**config.mk**
```make
export PLATFORM = sky130hd
export DESIGN_NAME = phase1_control_sequencer
export DESIGN_NICKNAME = d
export VERILOG_FILES = /design/src/rtl/phase1_control_sequencer.sv
export SDC_FILE = /design/constraint.sdc
export NUM_CORES = 1
export LEC_CHECK = 0
export CELL_PAD_IN_SITES_DETAIL_PLACEMENT = 0
export CELL_PAD_IN_SITES_GLOBAL_PLACEMENT = 1
export CORE_UTILIZATION = 29
export DETAILED_ROUTE_END_ITERATION = 10
export GPL_TIMING_DRIVEN = 0
export PLACE_DENSITY = 0.87
export SYNTH_ARGS = -nofsm -noshare
export SYNTH_HDL_FRONTEND = slang
export SYNTH_SLANG_ARGS = --single-unit
```
**constraint.sdc**
```tcl
create_clock -name Clock -period 2.2 [get_ports Clock]
set_clock_uncertainty 0.05 [all_clocks]
set_input_delay 0.44 -clock Clock [delete_from_list [all_inputs] [get_ports Clock]]
set_output_delay 0.44 -clock Clock [all_outputs]
set_load 0.02 [all_outputs]
```
**src/rtl/phase1_control_sequencer.sv**
```systemverilog
// Hardwired control sequencer for the phase1 datapath: fetch (T0-T2) then
// execute (T3-T6) for R3 ALU ops, MUL/DIV (HI/LO) ops, NOP and HALT.
// Ports: Clock/Reset (sync, active-high); IR and Stop in; bus-out enables,
// register-load enables, IncrementPC, Read, Gra/Grb/Grc, ALUControl, Run,
// InstrCount out. Strobes decode combinationally from the registered state
// and the live IR; the state advances once per posedge.
module phase1_control_sequencer #(
  parameter int IR_WIDTH = 32,
  parameter int OP_WIDTH = 5
) (
  input  logic                Clock,
  input  logic                Reset,
  input  logic [IR_WIDTH-1:0] IR,
  input  logic                Stop,
  output logic                PCout,
  output logic                ZHIout,
  output logic                ZLOout,
  output logic                MDRout,
  output logic                Rout,
  output logic                PCin,
  output logic                MARin,
  output logic                MDRin,
  output logic                IRin,
  output logic                Yin,
  output logic                Zin,
  output logic                HIin,
  output logic                LOin,
  output logic                Rin,
  output logic                IncrementPC,
  output logic                Read,
  output logic                Gra,
  output logic                Grb,
  output logic                Grc,
  output logic [OP_WIDTH-1:0] ALUControl,
  output logic                Run,
  output logic [31:0]         InstrCount
);

  typedef enum logic [3:0] {
    IDLE, T0, T1, T2, T3, T4, T5, T6, HALTED
  } state_t;

  localparam logic [OP_WIDTH-1:0] OP_R3_MAX = OP_WIDTH'(5'b01100);
  localparam logic [OP_WIDTH-1:0] OP_MUL    = OP_WIDTH'(5'b00010);
  localparam logic [OP_WIDTH-1:0] OP_DIV    = OP_WIDTH'(5'b00011);
  localparam logic [OP_WIDTH-1:0] OP_HALT   = OP_WIDTH'(5'b11011);

  state_t state;
  // Instruction class captured on the T2->T3 edge so later IR changes cannot
  // alter the length of the execute sequence.
  logic   hilo;

  logic [OP_WIDTH-1:0] op;
  logic                is_hilo;
  logic                is_r3;
  logic                is_halt;
  logic                ir_unused;

  assign op        = IR[IR_WIDTH-1 -: OP_WIDTH];
  assign ir_unused = ^IR[IR_WIDTH-OP_WIDTH-1:0];
  assign is_hilo   = (op == OP_MUL) || (op == OP_DIV);
  assign is_r3     = (op <= OP_R3_MAX) && !is_hilo;
  assign is_halt   = (op == OP_HALT);

  always_ff @(posedge Clock) begin
    if (Reset) begin
      state      <= IDLE;
      hilo       <= 1'b0;
      InstrCount <= 32'd0;
    end else begin
      case (state)
        IDLE:   if (!Stop) state <= T0;
        T0:     state <= T1;
        T1:     state <= T2;
        T2: begin
          InstrCount <= InstrCount + 32'd1;
          if (is_halt) begin
            state <= HALTED;
          end else if (is_r3 || is_hilo) begin
            hilo  <= is_hilo;
            state <= T3;
          end else begin
            // NOP and every unassigned opcode end here.
            state <= Stop ? IDLE : T0;
          end
        end
        T3:     state <= T4;
        T4:     state <= T5;
        T5: begin
          if (hilo) state <= T6;
          else      state <= Stop ? IDLE : T0;
        end
        T6:     state <= Stop ? IDLE : T0;
        HALTED: state <= HALTED;
        default: state <= IDLE;
      endcase
    end
  end

  always_comb begin
    PCout       = 1'b0;
    ZHIout      = 1'b0;
    ZLOout      = 1'b0;
    MDRout      = 1'b0;
    Rout        = 1'b0;
    PCin        = 1'b0;
    MARin       = 1'b0;
    MDRin       = 1'b0;
    IRin        = 1'b0;
    Yin         = 1'b0;
    Zin         = 1'b0;
    HIin        = 1'b0;
    LOin        = 1'b0;
    Rin         = 1'b0;
    IncrementPC = 1'b0;
    Read        = 1'b0;
    Gra         = 1'b0;
    Grb         = 1'b0;
    Grc         = 1'b0;
    ALUControl  = '0;
    Run         = (state != HALTED);
    case (state)
      T0: begin
        PCout = 1'b1;
        MARin = 1'b1;
        Zin   = 1'b1;
      end
      T1: begin
        ZLOout      = 1'b1;
        PCin        = 1'b1;
        IncrementPC = 1'b1;
        Read        = 1'b1;
        MDRin       = 1'b1;
      end
      T2: begin
        MDRout = 1'b1;
        IRin   = 1'b1;
      end
      T3: begin
        Rout = 1'b1;
        Yin  = 1'b1;
        if (hilo) Gra = 1'b1;
        else      Grb = 1'b1;
      end
      T4: begin
        Rout       = 1'b1;
        Zin        = 1'b1;
        ALUControl = op;
        if (hilo) Grb = 1'b1;
        else      Grc = 1'b1;
      end
      T5: begin
        ZLOout = 1'b1;
        if (hilo) begin
          LOin = 1'b1;
        end else begin
          Gra = 1'b1;
          Rin = 1'b1;
        end
      end
      T6: begin
        ZHIout = 1'b1;
        HIin   = 1'b1;
      end
      default: ;
    endcase
  end

endmodule

```
# == Word-level counts from Yosys, hierarchy flattened ==
# Index checks and enable logic that the tools add are counted.
# W data, S select, Z words.
# word_totals
regBits,37
in_bits,35
out_inout_bits,57
# classes
add_sub_neg,1
n_lt_le_gt_ge,1
eq_ne,13
muxes,22
bitwise_logic,1
reduce_logical,9
# op_table
op,count
$pmux W4 S9,1
$add A32 B1 Y32 const B,1
$eq A4 B3 Y1 const B,4
$mux W1,14
$eq A5 B2 Y1 const B,2
$eq A4 B2 Y1 const B,2
$mux W4,2
$mux W3,2
$reduce_or A2 Y1,3
$eq A5 B5 Y1 const B,1
$le A5 B4 Y1 const B,1
$mux W5,1
$eq A4 B1 Y1 const B,1
$eq A4 B4 Y1 const B,1
$logic_not A4 Y1,1
$ne A4 B4 Y1 const B,1
$pmux W1 S2,2
$reduce_and A3 Y1,1
$logic_or A1 B1 Y1,2
$ne A2 B2 Y1 const B,1
$logic_and A1 B1 Y1,1
$logic_not A1 Y1,1
$not A1 Y1,1

# == Logic depth before layout (Yosys ltp) ==
# Gate-level depths: netlist of run 1.
# logic_depth
ltp_word,8
ltp_mapped,8
ltp_nobuf,5

# == Least setup slack after synthesis of run 1 ==
# Ideal clock, no wire load.
# synth_path
kind,register to register
from,reg state[3]
to,reg InstrCount[31]
arrival_ns,1.999
required_ns,2.029
path_slack_ns,0.030
path_stages_with_launch,9
path_buffers,3
path_cell_list,dfxtp_1 buf_2 nand4bb_1 buf_2 inv_2 clkbuf_1 nand3_1 nor4_1 mux2_2
# synth_between
elab_chain_cells,1
# synth_lines
item,line_no,text
"start, declared",48,state_t state;
"start signal, assigned",84,state <= Stop ? IDLE : T0;
"start signal, assigned",91,else state <= Stop ? IDLE : T0;
"start signal, assigned",93,T6: state <= Stop ? IDLE : T0;
$eq A4 B2 Y1,71,case (state)
"end signal, assigned",76,InstrCount <= InstrCount + 32'd1;
"end, declared",36,output logic [31:0] InstrCount
# Every way passes these cells.
# A chain may end at the register's enable or synchronous reset.

# == Final worst setup path of run 1 ==
# layout_path
from,reg state[1]
to,out LOin
# layout_between
elab_chain_cells,2
# layout_lines
item,line_no,text
$eq A4 B3 Y1,122,case (state)
$mux W1,122,
"end, declared",27,"output logic LOin,"
# Every way passes these cells.

==> metrics.txt, run 1 <==
result of the run finished clean; kind of launch point of the worst setup path flip-flop; overall power consumption 1.28 mW; final critical-path setup slack 104 ps; setup slack on the worst flop-to-flop path 110 ps; count of fill cells added during filler insertion 695; area enclosed by the die boundary 7370 µm²; number of setup violations in the final report 0; remaining number of nets flagged by the antenna check after routing 0; longest individual stage delay on the worst path 350 ps; clock latency reported for the late side of the worst-skew pair 290 ps; initial core utilization 30.0%; utilization of the core after routing 43.8%; Warnings, synthesis 0; worst path required time 1710 ps; crit path DAT 1610 ps; CTS clk-pin slew, worst paths 70 ps; horizontal die dimension 85.8 µm; number of cells on the worst reg-to-reg path 5; PwrDens 430 nW/µm²; first-pass GRT wire length 9.21 mm; actual transition at the worst max-transition pin 562 ps; dominant cells by area after synthesis sky130_fd_sc_hd__dfxtp_1, sky130_fd_sc_hd__a21oi_1, sky130_fd_sc_hd__or4_1; Tcrit/Tclk final 95.3%; capturing point of the worst reg2reg path InstrCount[30]; library cell with the largest summed area after synthesis sky130_fd_sc_hd__dfxtp_1; Via Count 2,122; final hold violation count 0; depth of the worst hold-timing path 2; part of the total power dissipated in combinational logic 10.2%; post-CTS setup buffer count 0; peak clock frequency supported by timing 0.477 GHz; number of storage elements in the synthesis netlist 37; Detailed Route WL 5.56 mm; top cells by instance count after synthesis sky130_fd_sc_hd__dfxtp_1, sky130_fd_sc_hd__nor2_1, sky130_fd_sc_hd__a21oi_1, sky130_fd_sc_hd__nand2_1, sky130_fd_sc_hd__or4_1; largest net degree at the start of global routing 13; unrepaired setup endpoints after global routing yes; Worst Path Class, Setup reg2out; DRC marker count from the first detailed-route iteration 73; worst slack after detailed placement -373 ps; drt via density 5.04; final standard cell area without fillers 2980 µm²; fraction of registers with async set or reset after synthesis 0%; share of the yosys chip area belonging to registers 36.3%; setup total negative slack 0 ps; pins over their slew limit 0; total clock buffers created by CTS 5; synth-to-layout area growth 46.1%; per-instance average area after synthesis 8.06 µm²; Max H-tree Level 2; count of antenna diodes in the layout 0; maximum ir drop on the vdd rail 283 µV; Post-Synthesis Cell Area 2040 µm²; hold bufs inserted after CTS 0; number of detailed-route iterations in the first pass 4; residual overflow from global routing 0; Netlist cell types 42; leakage power 1.12 nW; drt drc 0; vias in the first global route 1,950; final estimated routing congestion in global placement 0.748; largest fanout of any net on the critical path 8; worst-path cell with the longest stage delay sky130_fd_sc_hd__clkdlybuf4s15_1; routed length per instance 13.2 µm; Root Driver sky130_fd_sc_hd__clkbuf_8; post-layout minimum cycle time 2100 ps; Min-Delay Endpoint InstrCount[30]; I/O Buffers 64; power share of the sequential group 52.9%; EDFF count, synth 0; power spent charging and discharging nets 0.332 mW; layout cells sized above 1 20.3%; Floorplan Core Area 6790 µm²; number of placement rows 30; Syn Nets 289; CP Cell Sequence clkbuf_2 > nand2_1 > nor4b_2 > clkdlybuf4s15_1; total number of nets in the final design 360; final standard cell count with taps included and fillers excluded 421; beginning of the worst register-to-register path InstrCount[0]; endpoint kind of the worst setup timing path output port; Clock Tree Buf Depth 2; Ports 92; switching fraction of total power 25.9%; Die Y 85.8 µm; most frequent cell after synthesis sky130_fd_sc_hd__dfxtp_1; overall global routing resource usage 15.3%; TritonCTS clock tree yes; worst-case headroom to the max-slew limit 62.2%; total number of clock tree sinks 37; hpwl dp 4.01 mm; kind of path behind the tightest hold check reg2reg; total cell area at the placement stage 2800 µm²; Post-Place Cells 413; start point of the worst hold path InstrCount[30]; Top FF cell, synth sky130_fd_sc_hd__dfxtp_1; initial antenna violation count 0; synthesized instance count 253; Power Internal 0.949 mW; timing startpoint of the critical path state[1]; worst hold-check slack 457 ps; part of the total power dissipated in the clock network 36.9%; Yosys top cell area share 36.3%; number of max-capacitance violations reported 0
-- registers in the layout, summed over array words and instances, names as in the netlist --
signal / count
InstrCount: 32
state: 4
hilo: 1
-- metal layers --
layer  up-vias  wire length, µm  track usage [%]
met4         0               44             3.79
met2        75             2500             24.6
met3         5              387             3.95
li1       1071                -                -
met5         -                0                0
met1       971             2630             20.5
-- placed cells by master (no fill, tap or decap), types with 3 or more instances in the layout --
master                            count
sky130_fd_sc_hd__dlygate4sd2_1       10
sky130_fd_sc_hd__and3_1              10
sky130_fd_sc_hd__o31ai_1             13
sky130_fd_sc_hd__buf_6                3
sky130_fd_sc_hd__clkbuf_8             5
sky130_fd_sc_hd__dlymetal6s2s_1       3
sky130_fd_sc_hd__buf_4                8
sky130_fd_sc_hd__clkdlybuf4s15_1      5
sky130_fd_sc_hd__a21oi_1             24
sky130_fd_sc_hd__xor2_1               6
sky130_fd_sc_hd__dfxtp_1             27
sky130_fd_sc_hd__nor2_1              27
sky130_fd_sc_hd__xnor2_1              3
sky130_fd_sc_hd__or4_1               16
sky130_fd_sc_hd__nor4_1               4
sky130_fd_sc_hd__nand4_1              8
sky130_fd_sc_hd__and4_1               3
sky130_fd_sc_hd__or3_1                3
sky130_fd_sc_hd__inv_1                5
sky130_fd_sc_hd__mux2_2               5
sky130_fd_sc_hd__clkbuf_2             8
sky130_fd_sc_hd__nand2b_1             4
sky130_fd_sc_hd__o21ai_0              3
sky130_fd_sc_hd__dfxtp_2             10
sky130_fd_sc_hd__nand3_1             10
sky130_fd_sc_hd__nand2_1             18
sky130_fd_sc_hd__clkdlybuf4s50_1     39
sky130_fd_sc_hd__nor2b_1              6
-- power groups by stage --
stage / combinational (mW) / clock (mW) / sequential [mW]
after global placement: 0.133 / 0 / 0.693
final: 0.131 / 0.472 / 0.678
after global routing: 0.145 / 0.518 / 0.678
after detailed placement: 0.134 / 0 / 0.693
after CTS: 0.129 / 0.488 / 0.678
after floorplan: 0.0770 / 0 / 0.693
-- worst max path at each step --
| stage | slack, ps | cells past startpoint | endpoint |
|---|---|---|---|
| 2_1_floorplan | 30 | 8 | InstrCount[31] |
| 3_3_place_gp | -380 | 7 | MDRout |
| 3_5_place_dp | -370 | 7 | MDRout |
| 4_1_cts | -1 | 3 | LOin |
| 5_1_grt | -30 | 4 | LOin |
| 6_report | 100 | 4 | LOin |
-- worst max-delay path, delay by kind of cell (launching register included) --
kind | cells | cell delay, ps
and+or+nand+nor | 2 | 470
buffers and inverters | 2 | 540
DFF | 1 | 310
-- kinds of logic (layout without fill, tap and decap cells) --
| family | count (synthesis) | count (layout) | share of synthesized area [%] |
|---|---|---|---|
| compound gates | 48 | 48 | 14.5 |
| xor+xnor | 9 | 9 | 3.87 |
| fa+ha+maj | 1 | 1 | 0.614 |
| buf+inv | 27 | 99 | 7.00 |
| flops | 37 | 37 | 36.3 |
| mux | 6 | 6 | 3.25 |
| simple gates | 125 | 125 | 34.4 |
-- repair_timing --
| action | CTS | global route |
|---|---|---|
| endpoints found under the setup margin | 34 | 43 |
| pin swaps | 0 | 1 |
| gates resized for setup | 39 | 53 |
-- cell type report --
cell class                      count  area, µm²  area share, %
Buffer                             20        148           4.96
Clock inverter                      3       17.5          0.588
Clock buffer                        5       68.8           2.31
Multi-Input combinational cell    189       1240           41.6
Tap cell                           96        120           4.03
Timing Repair Buffer               64        603           20.3
Sequential cell                    37        753           25.3
Inverter                            7       28.8          0.966
Note: power is estimated with default switching activity, not from simulation.
==> run 2: changes to the inputs <==
Settings changed: ABC_CLOCK_PERIOD_IN_PS set to 1800, CORE_UTILIZATION 29 to 26, PLACE_DENSITY 0.87 to 0.82.
Clock period 2.2 ns to 1.8 ns, I/O delays scaled along.
==> run 2 against run 1 <==
Effect of this change:
- the run now ends with negative setup slack left
- cell count grew 9.7%
- first-iteration DRC count rose by 70%
- clock power up 29%
- global-route usage is 0.83 points higher
- sequential power up 19%
- clock-buffer cell count grew 3
- non-clock buffer count grew 38
- critical path depth grew 1
- design area grew 25%
- total power rose by 28%
- combinational power is 69% higher
- critical endpoint is now InstrCount[26]
==> metrics.txt, run 2 (synthesis results as in run 1) <==
result of the run finished with violations; violations in the final reports negative setup slack; most common cell after layout, fill and taps aside sky130_fd_sc_hd__buf_4; CTS clk-pin slew, worst paths 70 ps; crit path DAT 2150 ps; pins over their slew limit 0; I/O Buffers 64; initial antenna violation count 0; unrepaired setup endpoints after global routing yes; kind of launch point of the worst setup path flip-flop; Max H-tree Level 2; final hold violation count 0; maximum ir drop on the vdd rail 230 µV; setup slack on the worst flop-to-flop path -170 ps; start point of the worst hold path InstrCount[25]; overall power consumption 1.64 mW; Floorplan Core Area 7410 µm²; Die Y 90.5 µm; routed length per instance 15.1 µm; Detailed Route WL 6.98 mm; overall global routing resource usage 16.1%; Ports 92; worst slack after detailed placement -580 ps; area of combinational cells with multiple inputs 1510 µm²; total clock buffers created by CTS 5; count of antenna diodes in the layout 0; clock latency reported for the late side of the worst-skew pair 290 ps; Largest register FFs 32; most frequent cells in the layout sky130_fd_sc_hd__buf_4, sky130_fd_sc_hd__clkdlybuf4s50_1, sky130_fd_sc_hd__nor2_1, sky130_fd_sc_hd__a21oi_1, sky130_fd_sc_hd__buf_6; count of fill cells added during filler insertion 663; drt drc 0; number of detailed-route iterations in the first pass 4; largest fanout of any net on the critical path 4; first-pass GRT wire length 10.8 mm; number of cells on the worst reg-to-reg path 5; total number of nets in the final design 398; number of setup violations in the final report 16; remaining number of nets flagged by the antenna check after routing 0; TritonCTS clock tree yes; timing startpoint of the critical path state[3]; kind of path behind the tightest hold check reg2reg; number of placement rows 31; Clock Tree Buf Depth 2; number of max-capacitance violations reported 0; Worst Path Class, Setup reg2reg; largest net degree at the start of global routing 12; leakage power 1.65 nW; initial core utilization 27.5%; worst path required time 1980 ps; beginning of the worst register-to-register path state[3]; vias in the first global route 2,145; peak clock frequency supported by timing 0.507 GHz; final critical-path setup slack -173 ps; hold bufs inserted after CTS 0; drt via density 5.18; Tcrit/Tclk final 110%; Min-Delay Endpoint InstrCount[25]; hpwl dp 4.27 mm; DRC marker count from the first detailed-route iteration 124; Root Driver sky130_fd_sc_hd__clkbuf_8; total number of clock tree sinks 37; horizontal die dimension 90.5 µm; worst-case headroom to the max-slew limit 72.5%; endpoint kind of the worst setup timing path flip-flop; worst hold-check slack 453 ps; capturing point of the worst reg2reg path InstrCount[26]; register area 820 µm²; PwrDens 439 nW/µm²; residual overflow from global routing 0; post-layout minimum cycle time 1970 ps; largest register by flop count InstrCount; layout cells sized above 1 46.0%; actual transition at the worst max-transition pin 411 ps; synth-to-layout area growth 82.9%; final estimated routing congestion in global placement 0.746; area enclosed by the die boundary 8200 µm²; Via Count 2,394; biggest registers after layout InstrCount x32, state x4, hilo x1; depth of the worst hold-timing path 2
[run 2: how the worst max path moves through the flow]
stage	endpoint	slack, ps	depth (start not counted)
CTS	InstrCount[30]	-170	6
floorplan	InstrCount[30]	-140	6
finish	InstrCount[26]	-170	5
global placement	InstrCount[8]	-540	5
detailed placement	InstrCount[7]	-580	5
global route	InstrCount[26]	-220	5
[run 2: final cells by class]
type                       instances  area share (%)
inverter                           7           0.973
buffer                            16            4.36
multi-input combinational        189            40.4
sequential                        37            22.0
tap                               99            3.32
timing repair buffer             106            26.5
clock buffer                       8            2.42
[run 2: power breakdown]
group          total, mW  switching (mW)  internal, mW
combinational      0.222           0.116         0.106
sequential         0.804         0.00591         0.799
clock              0.610           0.297         0.313
total               1.64           0.419          1.22
[run 2: per-layer routing]
layer	share of wire (%)	wire (µm)	track usage [%]
met1	47	3250	22.1
met2	49	3410	26.2
met3	3.7	261	2.53
met4	0.82	57	4.17
met5	0	0	0
[run 2: critical path, cell delays in order (launching register included)]
cell                        delay [ps]
sky130_fd_sc_hd__dfxtp_4           340
sky130_fd_sc_hd__nand4bb_1         210
sky130_fd_sc_hd__buf_6             170
sky130_fd_sc_hd__or4b_4            570
sky130_fd_sc_hd__or4_4             440
sky130_fd_sc_hd__a21oi_2           140
[run 2: timing repair]
item	in CTS	in global routing
resized for setup	191	65
pin swaps	23	30
setup endpoints to repair	58	66
cloned	2	0
setup buffers	32	8
[run 2: through the flow]
stage,std cells,area [µm²],utilization [%],TNS (ps)
3_5_place_dp,416,2900,39.1,-17390
2_1_floorplan,253,2130,-,-896
5_1_grt,462,3730,50.3,-2610
3_3_place_gp,416,2900,39.1,-16180
6_report,462,3730,50.3,-1230
4_1_cts,456,3460,46.7,-2400
==> run 3: changes to the inputs <==
Settings changed: CORE_MARGIN set to 4, GPL_ROUTABILITY_DRIVEN set to 1.
==> run 3 against run 2 <==
Effect of this change:
- the run still ends with negative setup slack left
- via count is 2.2% lower
- critical path depth stayed put
- core utilization is 2.7 points lower
- maximum frequency hardly changed
- total power is 1.9% lower
- register-to-register slack hardly changed
- worst hold slack better by 7.1 ps
- design area is 1.7% lower
- sequential share of layout area is 0.12 points higher
- critical path type unchanged
- largest cell class unchanged
- largest power group unchanged
- highest routed layer unchanged
==> metrics.txt, run 3 (synthesis results as in run 1) <==
Ports 92; most frequent cells in the layout sky130_fd_sc_hd__buf_4, sky130_fd_sc_hd__nor2_1, sky130_fd_sc_hd__clkdlybuf4s50_1, sky130_fd_sc_hd__a21oi_1, sky130_fd_sc_hd__dfxtp_4; area enclosed by the die boundary 9320 µm²; number of setup violations in the final report 26; CP Cell Sequence nand4_4 > buf_6 > or4_4 > nor4_2 > mux2_2; synth-to-layout area growth 79.7%; post-layout minimum cycle time 1970 ps; largest net degree at the start of global routing 12; Max H-tree Level 2; TritonCTS clock tree yes; final hold violation count 0; number of detailed-route iterations in the first pass 4; worst setup path endpoint InstrCount[28]; total number of nets in the final design 398; largest register by flop count InstrCount; beginning of the worst register-to-register path InstrCount[8]; number of cells on the worst reg-to-reg path 5; final estimated routing congestion in global placement 0.793; drt drc 0; Root Driver sky130_fd_sc_hd__clkbuf_8; kind of path behind the tightest hold check reg2reg; Crit. path cell count 5; initial antenna violation count 0; routed wire length on met2 3.27 mm; number of placement rows 32; PwrDens 439 nW/µm²; initial core utilization 26.5%; DRC marker count from the first detailed-route iteration 95; routed length per instance 14.9 µm; count of antenna diodes in the layout 0; count of fill cells added during filler insertion 744; first-pass GRT wire length 10.8 mm; Tcrit/Tclk final 110%; most common cell after layout, fill and taps aside sky130_fd_sc_hd__buf_4; longest individual stage delay on the worst path 530 ps; actual transition at the worst max-transition pin 323 ps; Via Count 2,342; worst-path cell with the longest stage delay sky130_fd_sc_hd__or4_4; capturing point of the worst reg2reg path InstrCount[28]; residual overflow from global routing 0; worst-case headroom to the max-slew limit 78.3%; number of max-capacitance violations reported 0; overall global routing resource usage 14.6%; final standard cell count with taps included and fillers excluded 465; largest fanout of any net on the critical path 3; clock latency reported for the late side of the worst-skew pair 290 ps; hpwl dp 4.29 mm; top layer used by detailed routing met4; CTS clk-pin slew, worst paths 80 ps; remaining number of nets flagged by the antenna check after routing 0; worst path required time 1940 ps; met1 wire length 3.00 mm; final critical-path setup slack -175 ps; layout cells sized above 1 43.8%; peak clock frequency supported by timing 0.506 GHz; Detailed Route WL 6.92 mm; utilization of the core after routing 47.6%; endpoint kind of the worst setup timing path flip-flop; setup slack on the worst flop-to-flop path -170 ps; Floorplan Core Area 7690 µm²; register area 810 µm²; area of combinational cells with multiple inputs 1470 µm²; result of the run finished with violations; kind of launch point of the worst setup path flip-flop; vias in the first global route 2,247; I/O Buffers 64; worst hold-check slack 460 ps; biggest registers after layout InstrCount x32, state x4, hilo x1; Met3 Wirelength 512 µm; leakage power 1.64 nW; Crit path max-delay family simple AND/OR/NAND/NOR gates; count of buffer and inverter cells on the critical path 1; timing startpoint of the critical path InstrCount[8]; Worst Path Class, Setup reg2reg; overall power consumption 1.61 mW; crit path DAT 2110 ps; drt via density 5.04; pins over their slew limit 0; total number of clock tree sinks 37; horizontal die dimension 96.5 µm; violations in the final reports negative setup slack; maximum ir drop on the vdd rail 352 µV; Post-Place Cells 419; total clock buffers created by CTS 5; unrepaired setup endpoints after global routing yes; Clock Tree Buf Depth 2; setup total negative slack -2000 ps; Die Y 96.5 µm; Largest register FFs 32
run 3: cell types whose count changed in the layout (fill, tap and decap cells not counted), sizes merged:
cell,change
clkdlybuf4s50,+1
clkdlybuf4s15,+3
dlygate4sd2,-4
buf,-5
dlymetal6s2s,+3
inv,-1
clkbuf,+2
clkinv,+1
run 3: layer usage:
layer  track usage, %  up-vias
li1                 -     1145
met1             19.3     1099
met2             23.7       86
met3             2.79       12
met4             5.26        0
met5                0        -
run 3: worst min path at each step:
stage                         startpoint              to  slack, ps  cells after the start
after floorplan            InstrCount[1]   InstrCount[1]        460                      2
after global placement     InstrCount[1]   InstrCount[1]        420                      2
after detailed placement   InstrCount[1]   InstrCount[1]        440                      2
after CTS                 InstrCount[24]  InstrCount[24]        450                      2
after global routing      InstrCount[24]  InstrCount[24]        480                      2
final                     InstrCount[17]  InstrCount[17]        460                      2
run 3: cell type report:
type                            instances  area share (%)
Multi-Input combinational cell        189            40.0
Timing Repair Buffer                  105            26.2
Sequential cell                        37            22.1
Buffer                                 17            4.61
Tap cell                              102            3.48
Clock buffer                            8            2.46
Inverter                                7            1.06
run 3: power breakdown:
group | internal (mW) | leakage, nW | switching, mW
sequential | 0.800 | 0.315 | 0.00776
combinational | 0.0886 | 1.28 | 0.0997
clock | 0.313 | 0.0455 | 0.297
total | 1.20 | 1.64 | 0.404
run 3: what timing repair did:
item	4_1_cts	5_1_grt
cloned	1	0
resized for setup	167	56
pin swaps	21	22
buffers inserted	32	8
setup endpoints to repair	60	62
hold buffers	0	0
run 3: through the flow:
step,area [µm²],setup WS (ps)
final,3660,-175
after global routing,3660,-222
after floorplan,2130,-136
after detailed placement,2900,-547
after CTS,3420,-169
after global placement,2900,-525
run 3: worst reg2reg max path, delay by kind of cell, from the launching register on:
kind / cells / cell delay, ps
simple gates: 3 / 960
flops: 1 / 370
mux: 1 / 370
buf+inv: 1 / 130
